`config.mk`:
```
export PLATFORM = sky130hd
export DESIGN_NAME = sig_debounce
export DESIGN_NICKNAME = d
export VERILOG_FILES = /design/src/rtl/debounce_pkg.sv /design/src/rtl/sync_chain.sv /design/src/rtl/sig_debounce.sv
export SDC_FILE = /design/constraint.sdc
export NUM_CORES = 1
export LEC_CHECK = 0
export ABC_AREA = 1
export CAP_MARGIN = 5
export CORE_AREA = 2 2 57 59
export DETAILED_ROUTE_END_ITERATION = 16
export DIE_AREA = 0 0 59 61
export HOLD_SLACK_MARGIN = 0.12
export SLEW_MARGIN = 20
export SYNTH_ARGS = -nofsm -noshare
export SYNTH_HDL_FRONTEND = slang
export SYNTH_SLANG_ARGS = --single-unit
```
`constraint.sdc`:
```
create_clock -name clk -period 1.3 [get_ports clk]
set_clock_uncertainty 0.2 [all_clocks]
set_input_delay 0.26 -clock clk [delete_from_list [all_inputs] [get_ports clk]]
set_output_delay 0.26 -clock clk [all_outputs]
set_load 0.005 [all_outputs]
```
`src/rtl/debounce_pkg.sv`:
```
// Shared types and helpers for the input-conditioning (debounce) blocks.
package debounce_pkg;

    typedef enum logic [1:0] {
        INIT   = 2'd0,
        STABLE = 2'd1,
        CHECK  = 2'd2
    } db_state_t;

    // Bits needed to count 0..v-1, never less than one.
    function automatic int unsigned clog2(input int unsigned v);
        int unsigned r;
        r = 0;
        while ((32'd1 << r) < v) r = r + 1;
        if (r == 0) r = 1;
        return r;
    endfunction

endpackage

```
`src/rtl/sync_chain.sv`:
```
// Reset flop chain bringing an asynchronous input into the clk domain.
module sync_chain #(
    parameter int unsigned SYNC_STAGES = 2
) (
    input  logic clk,
    input  logic rst,
    input  logic d,
    output logic q
);

    logic [SYNC_STAGES-1:0] ff;

    always_ff @(posedge clk) begin
        if (rst) ff <= '0;
        else     ff <= {ff[SYNC_STAGES-2:0], d};
    end

    assign q = ff[SYNC_STAGES-1];

endmodule

```
`src/rtl/sig_debounce.sv`:
```
// Synchronises raw_sig and accepts a new level only after DB_CYCLES stable samples;
// rejected transitions are counted in a saturating glitch counter.
module sig_debounce
    import debounce_pkg::*;
#(
    parameter int unsigned SYNC_STAGES = 2,
    parameter int unsigned DB_CYCLES   = 4,
    parameter int unsigned GLITCH_W    = 8
) (
    input  logic                clk,
    input  logic                rst,
    input  logic                raw_sig,
    input  logic                db_en,
    input  logic                glitch_clr,
    output logic                sig_out,
    output logic                sig_valid,
    output logic [GLITCH_W-1:0] glitch_cnt
);

    localparam int unsigned      CNT_W    = clog2(DB_CYCLES);
    localparam logic [CNT_W-1:0] CNT_LAST = CNT_W'(DB_CYCLES - 1);

    logic                sync_q;
    db_state_t           state_q, state_d;
    logic                cand_q, cand_d;
    logic [CNT_W-1:0]    cnt_q, cnt_d;
    logic                out_q, out_d;
    logic                valid_q, valid_d;
    logic [GLITCH_W-1:0] gcnt_q, gcnt_d;
    logic                glitch;

    sync_chain #(.SYNC_STAGES(SYNC_STAGES)) u_sync (
        .clk (clk),
        .rst (rst),
        .d   (raw_sig),
        .q   (sync_q)
    );

    always_ff @(posedge clk) begin
        if (rst) begin
            state_q <= INIT;
            cand_q  <= 1'b0;
            cnt_q   <= '0;
            out_q   <= 1'b0;
            valid_q <= 1'b0;
            gcnt_q  <= '0;
        end else begin
            state_q <= state_d;
            cand_q  <= cand_d;
            cnt_q   <= cnt_d;
            out_q   <= out_d;
            valid_q <= valid_d;
            gcnt_q  <= gcnt_d;
        end
    end

    always_comb begin
        state_d = state_q;
        cand_d  = cand_q;
        cnt_d   = cnt_q;
        out_d   = out_q;
        valid_d = valid_q;
        glitch  = 1'b0;

        // Bypass overrides the FSM; leaving it resumes in STABLE on the current level.
        if (!db_en) begin
            state_d = STABLE;
            out_d   = sync_q;
            valid_d = 1'b1;
            cnt_d   = '0;
        end else begin
            case (state_q)
                INIT: begin
                    if (sync_q != cand_q) begin
                        cand_d = sync_q;
                        cnt_d  = CNT_W'(1);
                    end else if (cnt_q == CNT_LAST) begin
                        out_d   = cand_q;
                        valid_d = 1'b1;
                        cnt_d   = '0;
                        state_d = STABLE;
                    end else begin
                        cnt_d = cnt_q + CNT_W'(1);
                    end
                end
                STABLE: begin
                    if (sync_q != out_q) begin
                        cnt_d   = CNT_W'(1);
                        state_d = CHECK;
                    end
                end
                CHECK: begin
                    if (sync_q == out_q) begin
                        glitch  = 1'b1;
                        cnt_d   = '0;
                        state_d = STABLE;
                    end else if (cnt_q == CNT_LAST) begin
                        out_d   = ~out_q;
                        cnt_d   = '0;
                        state_d = STABLE;
                    end else begin
                        cnt_d = cnt_q + CNT_W'(1);
                    end
                end
                default: begin
                    state_d = INIT;
                    cnt_d   = '0;
                end
            endcase
        end

        if (glitch_clr)                  gcnt_d = '0;
        else if (glitch && gcnt_q != '1) gcnt_d = gcnt_q + GLITCH_W'(1);
        else                             gcnt_d = gcnt_q;
    end

    assign sig_out    = out_q;
    assign sig_valid  = valid_q;
    assign glitch_cnt = gcnt_q;

endmodule

```
==> Word level (Yosys, flattened, before mapping) <==
Cells that the tools add are included.
{ "word_totals": {"regBits": 17, "wordCells": 63, "inputBits": 5, "output_inout_bits": 10} }
{ "classes": {"n_reduce_logical": 9, "muxes": 24, "add_sub_neg": 2, "bitwise": 2, "eq_ne": 18} }
{ "op_table": {"columns": ["op", "count"], "rows": [
  ["$mux W2", 8],
  ["$ne A3 B3 Y1 const B", 5],
  ["$mux W1", 13],
  ["$pmux W2 S3", 2],
  ["$add A8 B1 Y8 const B", 1],
  ["$ne A8 B8 Y1 const B", 1],
  ["$ne A2 B2 Y1 const B", 3],
  ["$reduce_and A3 Y1", 2],
  ["$reduce_and A5 Y1", 1],
  ["$eq A2 B2 Y1 const B", 2],
  ["$ne A2 B1 Y1 const B", 2],
  ["$reduce_and A2 Y1", 2],
  ["$reduce_or A2 Y1", 2],
  ["$ne A3 B1 Y1 const B", 1],
  ["$add A2 B1 Y2 const B", 1],
  ["$eq A2 B1 Y1 const B", 1],
  ["$logic_not A2 Y1", 1],
  ["$ne A1 B1 Y1", 2],
  ["$not A1 Y1", 2],
  ["$pmux W1 S2", 1],
  ["$eq A1 B1 Y1", 1],
  ["$logic_and A1 B1 Y1", 1]
]} }

==> Longest topological paths before layout <==
{ "logic_depth": {"depth_word": 5, "depth_mapped": 8, "depth_no_buf": 8} }

==> Hierarchy <==
A second synthesis with hierarchy kept.
{ "unflattened": {"cells_unflattened": 153, "area_unflattened_um2": 1018.5} }
{ "by_module_without_submodules": {"columns": ["module", "area_per_inst_um2", "instances", "seq_area_each_um2", "cells_each"], "rows": [
  ["sig_debounce", 963.4, 1, 300.3, 147],
  ["sync_chain", 55.1, 1, 40.0, 6]
]} }

==> Least setup slack after synthesis <==
No wires, ideal clock.
{ "synth_timing": {"kind": "reg2reg", "start": "reg gcnt_q[0], in the netlist glitch_cnt[0]", "end": "reg gcnt_q[1], in the netlist glitch_cnt[1]", "required_time_ns": 0.987, "path_stages_with_launch": 7, "n_path_buf": 0, "setup_time_ns": 0.113, "slack_ns": -0.175, "arrival_ns": 1.162, "period_less_slack_ns": 1.475, "cell_sequence": "dfxtp_1 > ha_1 > nand3_1 > nor2_4 > nor2_8 > o21ai_1 > nor2_1"} }
{ "synth_via": {"elab_chain_cells": 2, "word_cells_on_any_way": 3, "classes_between": "add/sub: 1; eq/ne: 1; reduce/logical: 1"} }
{ "synth_lines": {"columns": ["element", "line", "source"], "rows": [
  ["start, declared", "sig_debounce.sv:29", "logic [GLITCH_W-1:0] gcnt_q, gcnt_d;"],
  ["start signal, assigned", "sig_debounce.sv:53", "gcnt_q <= gcnt_d;"],
  ["parallel branches: the longest is 2 deep, another holds $add A8 B1 Y8", null, null]
]} }
Several ways; the timed one is not identified.
A chain may end at the register's enable or synchronous reset.

==> Worst setup path in the final report <==
{ "layout_timing": {"start": "reg gcnt_q[1], in the netlist glitch_cnt[1]", "end": "reg gcnt_q[0], in the netlist glitch_cnt[0]"} }
{ "layout_via": {"elab_chain_cells": 2} }
{ "layout_lines": {"columns": ["element", "line", "source"], "rows": [
  ["$ne A8 B8 Y1", "sig_debounce.sv:113", "else if (glitch && gcnt_q != '1) gcnt_d = gcnt_q + GLITCH_W'(1);"],
  ["$logic_and A1 B1 Y1", "sig_debounce.sv:113", null]
]} }
Every way passes these cells.

==> results.cfg <==
[status]
status = finished, violations left
violations = setup timing

[sta]
setup_tns_ps = -1330
tightest_slew_ps = 306
hold_viol = 0
max_slew_margin = 0.796
holdWs_ps = 203
max_freq_mhz = 684
min_period_ps = 1460
setup_slack_ps = -163
fin_crit_sh = 1.13
maxSlewViolCount = 0
finalSetupViolations = 13
rsz0062_at_grt = true

[yosys]
yosysMostFrequentCell = nand2_1
synth_nets = 161
yosysUniqueCellTypes = 22
ys_ff_latch = 17
seq_area_frac_synth = 0.340
ys_warn_count = 0
synth-edff-count = 0
ys.flop_type = dfxtp_1
syn_inst = 154
synthesis.area_um2 = 1000
yosys.area.top_type = dfxtp_1
synthArstFlopShare = 0
syn_area_per_cell_um2 = 6.50
synthTopCellsByCount = nand2_1 (45), nor2_1 (21), inv_1 (20)
synth_top_cell_area_share = 0.340
netlist_top_cells_area = dfxtp_1 (34%), nand2_1 (17%), nor2_1 (7.9%)

[routing]
drtIter0Drc = 35
drc_errors = 0
drt-pass1-iter-count = 4
routed_wl_um = 3350
drt-vias-per-instance = 4.86
wire_per_inst_um = 13.5
vias = 1200
ant_nets = 0

[global_route]
grtUsageTotal = 0.198
antenna_found_initial = 0
grt_max_degree = 11
grt_pass1_wl_um = 5380
grt.overflow.total = 0
grt_pass1_vias = 1231

[die]
initial_core_util = 0.339
rows = 20
dieArea_um2 = 3600
die_x_um = 59
die_y_um = 61
core_um2 = 2950
pin_count = 15

[cells_and_area]
final_util = 0.606
post-route-cell-area_um2 = 1790
final_cells = 247
fin_nets = 222
fill_cells = 269
diodes = 0
area_growth_syn_to_layout_pct = 78.8
drive_gt1_frac = 0.631

[place]
io_buffers = 14
dp_cells = 225
place_area_um2 = 1380
place_ws_ps = -390
finalWeightedCongestion = 0.882
dp_hpwl_um = 2100

[cts]
clock_path_buffers = 2
cts-root-buf = clkbuf_4
h-tree-depth = 1
cts.clk_slew.worst_paths_ps = 100
cts_hold_buf = 0
clock_latency_ps = 300
cts_made_buffers = 3
cts_tree = yes
cts.sinks = 17

[worst_setup_path]
arrival_ps = 1450
path_max_fanout = 4
cp.required_ps = 1290
cp-start-kind = flip-flop
crit_path_end_kind = flip-flop
crit_type = reg2reg

[flow_run]
max-cap-violations = 0

[worst_hold_path]
holdCritPathClass = reg2reg

[power_and_ir_drop]
p_leak_nw = 0.811
vdd_ir_drop_max_uv = 418
power.total_mw = 1.18
p_per_area_nw_per_um2 = 658
## logic make-up after synthesis
| logic type | share of synthesized area |
|---|---|
| fa+ha+maj | 0.0250 |
| flops | 0.340 |
| xor+xnor | 0.0263 |
| simple gates | 0.408 |
| buf+inv | 0.0900 |
| compound gates | 0.111 |
## report_power, final
part / switching, mW / total (mW) / internal, mW
clock: 0.183 / 0.298 / 0.114
sequential: 0.0200 / 0.555 / 0.535
combinational: 0.175 / 0.325 / 0.150
total: 0.378 / 1.18 / 0.799
## routing by layer
layer / part of all wire / routed length (um) / GRT usage / vias up
li1: - / - / - / 603
met1: 0.39 / 1320 / 0.220 / 562
met2: 0.56 / 1870 / 0.375 / 29
met3: 0.032 / 108 / 0.0277 / 6
met4: 0.013 / 45 / 0.0877 / 0
met5: 0 / 0 / 0 / -
## cell type report
class                           count  area (um^2)  area share
Clock inverter                      1         5.00     0.00280
Multi-Input combinational cell    114          796       0.445
Clock buffer                        3         22.5      0.0126
Inverter                           24          100      0.0559
Timing Repair Buffer               55          449       0.251
Tap cell                           33         41.3      0.0231
Sequential cell                    17          375       0.210
## worst max-delay path, stage by stage, from the launching register on
cell,delay [ps]
dfxtp_4,360
buf_6,100
ha_4,150
nand3_4,90
nor2_4,210
nor2_4,90
nor2_1,110
nor2_1,50
## worst paths after layout
| check | end | start | slack (ps) | cells past startpoint |
|---|---|---|---|---|
| max | glitch_cnt[0] | glitch_cnt[1] | -160 | 7 |
| min | u_sync.ff[1] | u_sync.ff[0] | 200 | 2 |
| min reg2reg | u_sync.ff[1] | u_sync.ff[0] | 200 | 2 |
| max reg2reg | glitch_cnt[0] | glitch_cnt[1] | -160 | 7 |
## timing repair
action | 4_1_cts | 5_1_grt
setup buffers | 13 | 5
gates resized for setup | 83 | 50
pin swaps | 15 | 25
endpoints found under the setup margin | 23 | 19
gates cloned | 1 | 0
## sequential cells by signal, indices dropped and copies added (netlist names)
name,cells
u_sync.ff,2
cand_q,1
glitch_cnt,8
state_q,2
cnt_q,2
sig_valid,1
sig_out,1
## cell usage in the layout, fill, tap and decap left out, types with 4 or more instances in the layout
cell type,count
buf_4,32
nand2_1,29
nand2_2,17
nor2_1,17
inv_1,15
buf_6,12
dfxtp_2,10
a21oi_2,8
nand3_2,6
dfxtp_4,6
buf_2,6
inv_2,5
inv_4,4
nor2_4,4
o21ai_2,4
a21oi_1,4
Note: power is estimated with default switching activity, not from simulation.
==> RTL change 1, RTL diff (same settings) <==
Re-encode `db_state_t` (3 states) as one-hot, 3 bits wide.
--- a/src/rtl/debounce_pkg.sv
+++ b/src/rtl/debounce_pkg.sv
@@ -3,6 +3,6 @@
 
-    typedef enum logic [1:0] {
-        INIT   = 2'd0,
-        STABLE = 2'd1,
-        CHECK  = 2'd2
+    typedef enum logic [2:0] {
+        INIT   = 3'b001,
+        STABLE = 3'b010,
+        CHECK  = 3'b100
     } db_state_t;
Function: no difference found for any inputs over 10 cycles, from zero or initial values and one cycle with rst high; not proved beyond that.
==> RTL change 1 against the original RTL <==
Synthesized area grew 2.7%. The run still ends with negative setup slack left. Power is 12% higher. Sequential cell count is 1 higher. Design area grew 7.0%. Non-clock buffer count rose by 8. Worst setup slack worse by 0.027 ns. Routed wire length decreased by 5.7%. Fmax shrank 1.8%. Largest cell class unchanged.
==> RTL change 1: results <==
metrics = {
    "synth": {
        "ys_types": 24,
        "synth_area_leaders": "dfxtp_1 35%, nand2_1 19%, inv_1 8.0%",
        "seq_area_frac_synth_pct": 35.0,
        "netlist_instances": 159,
        "syn-num-nets": 166,
    },
    "critical_path": {
        "slowest_stage": "dfxtp_4",
        "critical_path.endpoint": "glitch_cnt[3]",
        "slowest_delay_ns": 0.38,
        "critPathMaxFanout": 8,
        "timing.rr.start": "state_q[0]",
        "arrival_ns": 1.51,
    },
    "detailed_routing": {
        "met3_length_um": 98,
        "met2_length_um": 1730,
        "wl_met1_um": 1300,
        "first_iter_violations": 27,
        "vias_per_cell": 4.69,
    },
    "place": {
        "placed_area_sq_mm": 0.00148,
        "dp.cells": 236,
        "place.gp.congestion": 0.856,
        "hpwl_um": 1920,
    },
    "power": {
        "power_clock_uw": 297,
        "leakagePower_uw": 0.000955,
    },
    "global_routing": {
        "gr-usage-all-layers_pct": 18.4,
        "grtUsageMet1_pct": 20.1,
        "grt_pass1_wl_um": 4970,
        "grtUsageMet3_pct": 3.20,
        "grtUsageMet2_pct": 35.4,
        "grt_pass1_vias": 1209,
    },
    "finish": {
        "fillerInstances": 236,
        "fin_nets": 234,
        "drive_above_1_share_pct": 61.1,
        "layout.cells.non_filler": 259,
    },
    "status": {
        "status": "complete, but fails checks",
        "failed_checks": "negative setup slack",
    },
    "timing": {
        "whs_ns": 0.210,
        "fin_setup_tns_ns": -1.98,
        "worst_pin_slew_ns": 0.270,
        "setup_viol": 18,
        "worst_slack_ns": -0.189,
    },
}
## RTL change 1: cell types whose count changed in the layout (fill, tap and decap cells not counted), sizes merged, moves of 2 or more
cell    before  now
clkbuf       4   10
nand2       49   54
nor3         0    4
o21ai        7    3
buf         50   53
a21oi       12   10
nor2        25   23
xor2         2    4
## RTL change 1: area by class of cell
cell class | instances | area [sq um] | share of cell area, %
clock buffers | 4 | 26.3 | 1.37
inverters | 24 | 103 | 5.36
multi-input cells | 117 | 830 | 43.3
flip-flops and latches | 18 | 394 | 20.6
well taps | 33 | 41.3 | 2.16
repair buffers | 63 | 520 | 27.2
## RTL change 1: kinds of logic (layout without fill, tap and decap cells)
group / Yosys count / in the layout / synth area share, %
simple gates: 95 / 95 / 41.7
xor+xnor: 4 / 4 / 3.41
flops: 18 / 18 / 35.0
buf+inv: 24 / 91 / 9.00
fa+ha+maj: 2 / 2 / 2.43
compound gates: 16 / 16 / 8.39
==> RTL change 2, RTL diff (same flow settings) <==
Made on the original files. Change the parameter `DB_CYCLES` from 4 to 5.
--- a/src/rtl/sig_debounce.sv
+++ b/src/rtl/sig_debounce.sv
@@ -6,3 +6,3 @@
     parameter int unsigned SYNC_STAGES = 2,
-    parameter int unsigned DB_CYCLES   = 4,
+    parameter int unsigned DB_CYCLES   = 5,
     parameter int unsigned GLITCH_W    = 8
Behaviour: not the same (a bounded check fails within 10 cycles, from zero or initial values and one cycle with rst high).
==> RTL change 2 against the original RTL <==
Critical path depth is the same. Via count grew 8.3%. Sequential cell count grew 1. Design area grew 5.3%. Worst setup slack lost 0.040 ns. Routed wire length grew 0.45%. Synthesized area grew 2.3%. Power grew 9.7%. The flow still finishes with violations (negative setup slack). Non-clock buffer count grew 8. Worst hold slack gained 0.0031 ns.
==> RTL change 2: results <==
metrics = {
    "place": {
        "hpwl_um": 2080,
        "place.gp.congestion": 0.865,
        "post-place-ws_ns": -0.419,
        "placed_area_sq_mm": 0.00148,
        "io_buffers": 14,
    },
    "power": {
        "leakagePower_uw": 0.000914,
        "ir_worst_vdd_mv": 0.425,
    },
    "timing": {
        "relSlewSlack_pct": 82.6,
        "setup_viol": 16,
        "fin_setup_tns_ns": -1.58,
        "worst_slack_ns": -0.203,
    },
    "synth": {
        "yosys_warnings": 0,
        "synth_area_leaders": "dfxtp_1 35%, nand2_1 19%, inv_1 8.4%",
        "synthTopCellsByCount": "53 x nand2_1, 23 x inv_1, 18 x dfxtp_1, 17 x nor2_1, 11 x a21oi_1",
        "syn-num-nets": 169,
        "async_flop_share_pct": 0,
        "ys_types": 20,
        "netlist_instances": 161,
        "seq_area_frac_synth_pct": 35.2,
    },
    "global_routing": {
        "grt_pass1_wl_um": 4940,
        "grtUsageMet1_pct": 20.3,
        "grt_pass1_vias": 1220,
        "antenna_found_initial": 0,
        "grtUsageMet2_pct": 33.2,
        "grt_max_degree": 11,
        "gr-usage-all-layers_pct": 17.6,
        "grtUsageMet3_pct": 1.92,
    },
    "status": {
        "failed_checks": "negative setup slack",
        "status": "complete, but fails checks",
    },
    "clock_network": {
        "clk_pin_slew_ns": 0.12,
        "root_buffer": "clkbuf_4",
        "htreeDepth": 1,
        "cts_buffers": 3,
        "clock_latency_ns": 0.29,
        "clockBufferDepth": 2,
    },
    "detailed_routing": {
        "drtAntennaViolNets": 0,
        "highest_layer": "met4",
        "post_drt_wl_per_cell_um": 12.8,
        "first_iter_violations": 73,
        "vias_per_cell": 4.96,
        "num_vias": 1299,
        "wl_met1_um": 1360,
        "met3_length_um": 90,
        "drt_pre_antenna_iters": 4,
        "met2_length_um": 1870,
    },
    "worst_hold_path": {
        "hold_class": "reg2reg",
    },
    "critical_path": {
        "critPathMaxFanout": 4,
        "arrival_ns": 1.53,
        "slowest_delay_ns": 0.38,
        "slowest_stage": "dfxtp_4",
    },
    "finish": {
        "diodes": 0,
        "fin_nets": 238,
        "drive_above_1_share_pct": 57.6,
        "largest_reg_flops": 8,
    },
}
-- RTL change 2: changes by cell type in the layout (fill, tap and decap cells not counted), moves of 3 or more --
cell     before  now
nor2_1       17   13
nand2_2      17   12
nand3_1       3    6
nand2_1      29   36
nand2_4       3    8
nand3_2       6    2
buf_4        32   42
inv_4         4    1
a21oi_2       8    5
-- RTL change 2: area by class of cell --
class                           count  area (sq um)
Clock buffer                        4          36.3
Fill cell                         250          1070
Inverter                           24          92.6
Multi-Input combinational cell    120           822
Sequential cell                    18           389
Tap cell                           33          41.3
Timing Repair Buffer               63           503
-- RTL change 2: path summary, 6_finish.rpt --
kind | depth (start not counted) | to | startpoint | slack, ns
min | 2 | u_sync.ff[1] | u_sync.ff[0] | 0.21
max reg2reg | 7 | glitch_cnt[5] | state_q[0] | -0.20
max | 7 | glitch_cnt[5] | state_q[0] | -0.20
min reg2reg | 2 | u_sync.ff[1] | u_sync.ff[0] | 0.21
-- RTL change 2: kinds of logic after synthesis --
kind of cell	count (synthesis)	synth area share, %
xor+xnor	3	2.57
compound gates	21	10.8
fa+ha+maj	3	3.67
simple gates	92	39.0
flops	18	35.2
buf+inv	24	8.80
-- RTL change 2: critical path, delay by kind of cell, from the launching register on --
kind                   cells  cell delay (ns)
buffers and inverters      1             0.10
AOI/OAI and AO/OA          1             0.16
and+or+nand+nor            5             0.60
DFF                        1             0.38
-- RTL change 2: power by group --
part           internal (uW)  switching (uW)  total, uW
registers                568            19.2        587
clock network            170             177        348
logic                    173             184        356
-- RTL change 2: timing repair --
action                     4_1_cts  5_1_grt
setup endpoints to repair       25       23
hold buffers                     0        0
cloned                           1        0
pin swaps                       15       18
hold endpoints to repair         0        0
resized for setup               74       47
setup buffers                   11        8
